**src/rtl/contador_pulsadores.sv**
```systemverilog
// contador_pulsadores: 4-bit up/down/load counter driven by three push-buttons.
//
// Each active-low key goes through a two-flop synchronizer and an independent
// debouncer (stable level + run counter). A released->pressed transition of the
// debounced level is a press event; releases and held keys do nothing.
//
// Parameters
//   DEBOUNCE_CYCLES : consecutive cycles a new key level must persist (>= 2)
//   WRAP            : 1 = wrap at 0/15, 0 = saturate at 0/15
// Ports
//   clk        : system clock, rising edge
//   rst_n      : asynchronous active-low reset
//   key_up_n   : increment button, active-low, asynchronous
//   key_down_n : decrement button, active-low, asynchronous
//   key_load_n : load button, active-low, asynchronous
//   switches   : value loaded on an accepted load press
//   value      : registered count 0..15
//   update     : one-cycle strobe, high on every write of value
module contador_pulsadores #(
  parameter int unsigned DEBOUNCE_CYCLES = 50000,
  parameter int unsigned WRAP            = 1
) (
  input  logic       clk,
  input  logic       rst_n,
  input  logic       key_up_n,
  input  logic       key_down_n,
  input  logic       key_load_n,
  input  logic [3:0] switches,
  output logic [3:0] value,
  output logic       update
);

  localparam int unsigned CW = (DEBOUNCE_CYCLES > 2) ? $clog2(DEBOUNCE_CYCLES) : 1;
  localparam logic [CW-1:0] CntLast = CW'(DEBOUNCE_CYCLES - 1);

  // Bit 0 = up, bit 1 = down, bit 2 = load.
  logic [2:0] keys_n;
  logic [2:0] sync1_q;
  logic [2:0] sync2_q;
  logic [2:0] accept;
  logic [2:0] press;

  assign keys_n = {key_load_n, key_down_n, key_up_n};

  // Released level is 1, so the synchronizer resets to all ones.
  always_ff @(posedge clk or negedge rst_n) begin
    if (!rst_n) begin
      sync1_q <= 3'b111;
      sync2_q <= 3'b111;
    end else begin
      sync1_q <= keys_n;
      sync2_q <= sync1_q;
    end
  end

  for (genvar k = 0; k < 3; k++) begin : g_deb
    logic [CW-1:0] cnt_q;
    logic          stable_q;

    // The counter holds how many consecutive edges sync has differed from the
    // stable level; the edge that sees it at CntLast commits the new level.
    assign accept[k] = (sync2_q[k] != stable_q) && (cnt_q == CntLast);
    assign press[k]  = accept[k] && !sync2_q[k];

    always_ff @(posedge clk or negedge rst_n) begin
      if (!rst_n) begin
        cnt_q    <= '0;
        stable_q <= 1'b1;
      end else if (sync2_q[k] == stable_q) begin
        cnt_q <= '0;
      end else if (accept[k]) begin
        cnt_q    <= '0;
        stable_q <= sync2_q[k];
      end else begin
        cnt_q <= cnt_q + CW'(1);
      end
    end
  end

  logic [3:0] value_q, value_d;
  logic       update_q, update_d;

  always_comb begin
    value_d  = value_q;
    update_d = 1'b0;
    if (press[2]) begin
      // Load always writes, even when the value is unchanged.
      value_d  = switches;
      update_d = 1'b1;
    end else if (press[0] && !press[1]) begin
      if (value_q != 4'hF) begin
        value_d  = value_q + 4'd1;
        update_d = 1'b1;
      end else if (WRAP != 0) begin
        value_d  = 4'h0;
        update_d = 1'b1;
      end
    end else if (press[1] && !press[0]) begin
      if (value_q != 4'h0) begin
        value_d  = value_q - 4'd1;
        update_d = 1'b1;
      end else if (WRAP != 0) begin
        value_d  = 4'hF;
        update_d = 1'b1;
      end
    end
  end

  always_ff @(posedge clk or negedge rst_n) begin
    if (!rst_n) begin
      value_q  <= 4'h0;
      update_q <= 1'b0;
    end else begin
      value_q  <= value_d;
      update_q <= update_d;
    end
  end

  assign value  = value_q;
  assign update = update_q;

endmodule

```
**config.mk**
```make
export PLATFORM = sky130hd
export DESIGN_NAME = contador_pulsadores
export DESIGN_NICKNAME = d
export VERILOG_FILES = /design/src/rtl/contador_pulsadores.sv
export SDC_FILE = /design/constraint.sdc
export NUM_CORES = 1
export LEC_CHECK = 0
export CAP_MARGIN = 20
export CORE_MARGIN = 10
export CORE_UTILIZATION = 40
export DETAILED_ROUTE_END_ITERATION = 7
export HOLD_SLACK_MARGIN = 0.03
export RECOVER_POWER = 100
export SETUP_SLACK_MARGIN = 0.4
export SLEW_MARGIN = 10
export SYNTH_ARGS = -nofsm -noshare
export SYNTH_HDL_FRONTEND = slang
export SYNTH_SLANG_ARGS = --single-unit
```
**constraint.sdc**
```tcl
create_clock -name clk -period 3 [get_ports clk]
set_clock_uncertainty 0.05 [all_clocks]
set_input_delay 0.6 -clock clk [delete_from_list [all_inputs] [get_ports clk]]
set_output_delay 0.6 -clock clk [all_outputs]
set_load 0.02 [all_outputs]
```
After elaboration in Yosys (flattened, before gate mapping)
Index checks and enable logic that the tools add are counted.
{"block": "totals", "reg_bits": 62, "rom_bits": 0, "ramBits": 0, "latch_bits": 0, "n_memories": 0, "elab_cells": 60, "input_bits": 9}
{"block": "classes", "addsub": 5, "n_reduce_logical": 18, "bitwise": 3, "shift": 0, "eq_ne": 10, "order_cmp": 0, "n_mul": 0, "n_div": 0, "n_mux": 14}
{"operator": "$mux 16", "count": 6}
{"operator": "$add 16x1->16 const B", "count": 3}
{"operator": "$eq 16x16->1 const B", "count": 3}
{"operator": "$mux 4", "count": 5}
{"operator": "$logic_and 1x1->1", "count": 8}
{"operator": "$reduce_and 2->1", "count": 3}
{"operator": "$logic_not 1->1", "count": 5}
{"operator": "$add 4x1->4 const B", "count": 1}
{"operator": "$ne 4x4->1 const B", "count": 1}
{"operator": "$reduce_bool 4->1", "count": 1}
{"operator": "$sub 4x1->4 const B", "count": 1}
{"operator": "$eq 1x1->1", "count": 3}
{"operator": "$mux 1", "count": 3}
{"operator": "$ne 1x1->1", "count": 3}
{"operator": "$not 1->1", "count": 3}
{"operator": "$reduce_bool 3->1", "count": 1}

Longest topological paths before layout
{"block": "depth", "word_depth": 8, "ltp_mapped": 11, "ltp_nobuf": 10}

Worst setup path after synthesis
Ideal clock, no wire load.
{"block": "synth_path", "path_type": "register -> register", "from": "register g_deb[0].cnt_q[0]", "to": "register value_q[1], in the netlist value[1]", "setup_ps": 125, "setup_slack_ps": 308, "period_less_slack_ps": 2692, "required_ps": 2825, "stages_incl_launch_ff": 11, "t_arrival_ps": 2517, "path_cell_list": "dfrtp_1 > ha_1 > nand3_1 > nand4b_1 > or3b_2 > inv_1 > ha_1 > clkbuf_1 > nor2_1 > a221o_1 > mux2_2"}
{"block": "synth_via", "elab_chain_len": 6}
{"item": "from (decl)", "line": "57", "rtl": "logic [CW-1:0] cnt_q;"}
{"item": "from (signal assigned)", "line": "75", "rtl": "cnt_q <= cnt_q + CW'(1);"}
{"item": "$eq 16x16->1 (*)", "line": "62", "rtl": "assign accept[k] = (sync2_q[k] != stable_q) && (cnt_q == CntLast);"}
{"item": "$logic_and 1x1->1 (*)", "line": "62"}
{"item": "$logic_and 1x1->1 (*)", "line": "63", "rtl": "assign press[k] = accept[k] && !sync2_q[k];"}
{"item": "$logic_and 1x1->1 or $logic_not 1->1 (tied branches)", "line": "90, 98"}
{"item": "$mux 4 or $logic_and 1x1->1 (tied branches)", "line": "90, 98"}
{"item": "$mux 4 or $reduce_bool 3->1 (tied branches)"}
{"item": "to (signal assigned)", "line": "114", "rtl": "value_q <= value_d;"}
{"item": "to (decl)", "line": "80", "rtl": "logic [3:0] value_q, value_d;"}
Every way passes the cells marked *; elsewhere a longest branch is shown, timed or not.
A chain may end at the register's enable or synchronous reset.

Worst setup path in the final report
{"block": "layout_path", "from": "register g_deb[1].cnt_q[1]", "to": "register value_q[0], in the netlist value[0]"}
{"block": "layout_via", "elab_chain_len": 7}
{"item": "from (decl)", "line": "57"}
{"item": "from (signal assigned)", "line": "75"}
{"item": "$eq 16x16->1 (*)", "line": "62"}
{"item": "$logic_and 1x1->1 (*)", "line": "62"}
{"item": "$logic_and 1x1->1 (*)", "line": "63"}
{"item": "$logic_not 1->1", "line": "90", "rtl": "end else if (press[0] && !press[1]) begin"}
{"item": "$logic_and 1x1->1", "line": "90"}
{"item": "$mux 4", "line": "90"}
{"item": "$mux 4", "line": "86", "rtl": "if (press[2]) begin"}
Marked as above.

==> results.toml <==
[synthesis]
async_reset_ff_frac = 1.000
synthSimpleGateAreaFrac = 0.2685
avgSynthCellArea_um2 = 10.17
synth_top_area_cell = "dfrtp_1"
synth-compound-area-share = 0.03952
synthCells = 305
synth_nets = 321
ys.flop_type = "dfrtp_1"
ys_types = 40
synth_top_family_by_area = "simple AND/OR/NAND/NOR gates"
synth_fa_ha_area_frac = 0.02823
synth_area_mm2 = 0.003103
seq_area_frac_synth = 0.5036
synth_area_leaders = "dfrtp_1 43%, xnor2_1 8.5%, dfstp_2 7.6%"
synth_edf_count = 0
synth-seq-cells = 62
synthMuxAreaShare = 0.01815
ys.warnings.count = 0
synth_xor_area_frac = 0.1214
yosysTopAreaCellShare = 0.4274

[placement]
hpwlAfterDp_mm = 4.114
portBuffers = 13
place_ws_ns = 0.2652
place.gp.congestion = 0.7893

[floorplan]
floorplan.initialDensity = 0.4058
die_area_mm2 = 0.01168
io_pins = 14
core_area_mm2 = 0.007647
die_width_um = 108.1
num_rows = 32
die_h_um = 108.1

[global_route]
grt_pass1_vias = 2199
grt_pass1_wl_mm = 10.21
gr-total-overflow = 0
grt_max_degree = 33
track_usage = 0.1084
antenna_found_initial = 0

[setup_path]
cp-start-kind = "flip-flop"
cp-end-kind = "flip-flop"
crit_fanout = 9
arrival_ns = 2.70
required_ns = 3.21
critPathKind = "flip-flop to flip-flop"

[timing]
drv_slew = 33
finalHoldViolCount = 0
setup_slack_ns = 0.5112
max_freq_mhz = 401.8
rsz0062_at_grt = "false"
final.setup.tns_ns = 0
slew_headroom = -0.09741
finalSetupViolations = 0
tightest_slew_ns = 1.646
period_needed_ns = 2.489
finalCritPeriodShare = 0.8296

[finish]
syn_to_final_growth_pct = 17.30
seq_area_mm2 = 0.001564
final_layout_size_suffix_gt1_frac = 0.1502
antennaDiodeCount = 0
nets = 344
layout_commonest_cell = "dfrtp_1"
multiInputGateArea_mm2 = 0.001536
layout_common_cells = "52 x dfrtp_1, 51 x nor2_1, 30 x xnor2_1"
fillers = 708
final_core_util = 0.4759

[power_and_ir_drop]
power.density_mw_per_mm2 = 473.3
ir_worst_vdd_v = 0.0001990
leakage_nw = 1.450
power_mw = 1.723

[cts]
clock_latency_ns = 0.33
clockBufferDepth = 2
cts-buffers-inserted = 9
path_clk_slew_ns = 0.07
hold_buffers = 0
tritoncts = "yes"
htree_levels = 3
ctsRootBufferMaster = "clkbuf_8"
cts.sinks = 62

[min_path]
hp-class = "flip-flop to flip-flop"

[detailed_routing]
ant_nets = 0
vias = 2224
drt_first_pass_iters = 4
drc = 0
first_iter_violations = 66
viasPerCell = 5.113
wl_mm = 5.894
post_drt_wl_per_cell_um = 13.55

[outcome]
violations = "capacitance limit, slew limit"
status = "complete, but fails checks"

[run]
maxCapViolations = 1
[final cells by class]
cell class / instances / area share
clock buffers: 13 / 0.04916
clock inverters: 3 / 0.01100
inverters: 12 / 0.01238
multi-input cells: 226 / 0.4221
flip-flops and latches: 62 / 0.4297
well taps: 102 / 0.03506
repair buffers: 17 / 0.04056
[kinds of logic after synthesis]
family,Yosys count
compound gates,19
flops,62
fa+ha+maj,7
buf+inv,17
mux,5
simple gates,152
xor+xnor,43
[registers in the layout (all words and copies together) (netlist names)]
name / count
update: 1
sync2_q: 3
g_deb.cnt_q: 48
value: 4
g_deb.stable_q: 3
sync1_q: 3
[cells in the mapped netlist, types with 6 or more instances]
library cell,number
a21oi_1,6
dfrtp_1,53
dfstp_2,9
ha_1,7
inv_1,12
nand2_1,16
nand3_1,14
nand4_1,13
nor2_1,51
nor3_1,10
nor4_1,12
xnor2_1,30
xor2_1,13
[worst paths after layout]
path                              startpoint            endpoint  slack [ns]  depth (start not counted)
max                        g_deb[1].cnt_q[1]            value[0]        0.51                          9
min                               sync1_q[0]          sync2_q[0]        0.31                          0
max reg2reg                g_deb[1].cnt_q[1]            value[0]        0.51                          9
min reg2reg                       sync1_q[0]          sync2_q[0]        0.31                          0
max in group asynchronous              rst_n  g_deb[1].cnt_q[11]        0.70                          2
min in group asynchronous              rst_n            value[2]        0.62                          1
[critical path, cell delays in order, from the launching register on]
cell       delay, ns
dfrtp_1         0.38
ha_2            0.22
and3_4          0.22
nand4_1         0.13
or3b_4          0.42
ha_4            0.20
or3b_2          0.46
a21oi_2         0.15
o2bb2ai_1       0.08
a21oi_1         0.13
[stage by stage]
stage / cells / hold WS, ns / cell area, um2
global placement: 417 / 0.2957 / 3364
global route: 435 / 0.3109 / 3640
detailed placement: 417 / 0.2968 / 3364
finish: 435 / 0.3058 / 3640
floorplan: 305 / 0.2544 / 3104
CTS: 434 / 0.2958 / 3626
[report_power, final]
group	internal, mW	switching [mW]	total [mW]
clock network	0.472	0.314	0.785
registers	0.855	0.0159	0.871
logic	0.0259	0.0406	0.0664
[metal layers]
metal,track usage,vias to the layer above,share of wire
met5,0,-,0
met4,0.06011,0,0.016
met3,0.02380,9,0.036
met2,0.1625,27,0.46
met1,0.1420,1068,0.49
li1,-,1120,-
[repair_timing]
item,CTS,global route
endpoints found under the setup margin,3,2
pin swaps,1,2
setup buffers,1,1
hold endpoints to repair,0,0
gates resized for setup,7,7
(Power assumes the default switching activity.)
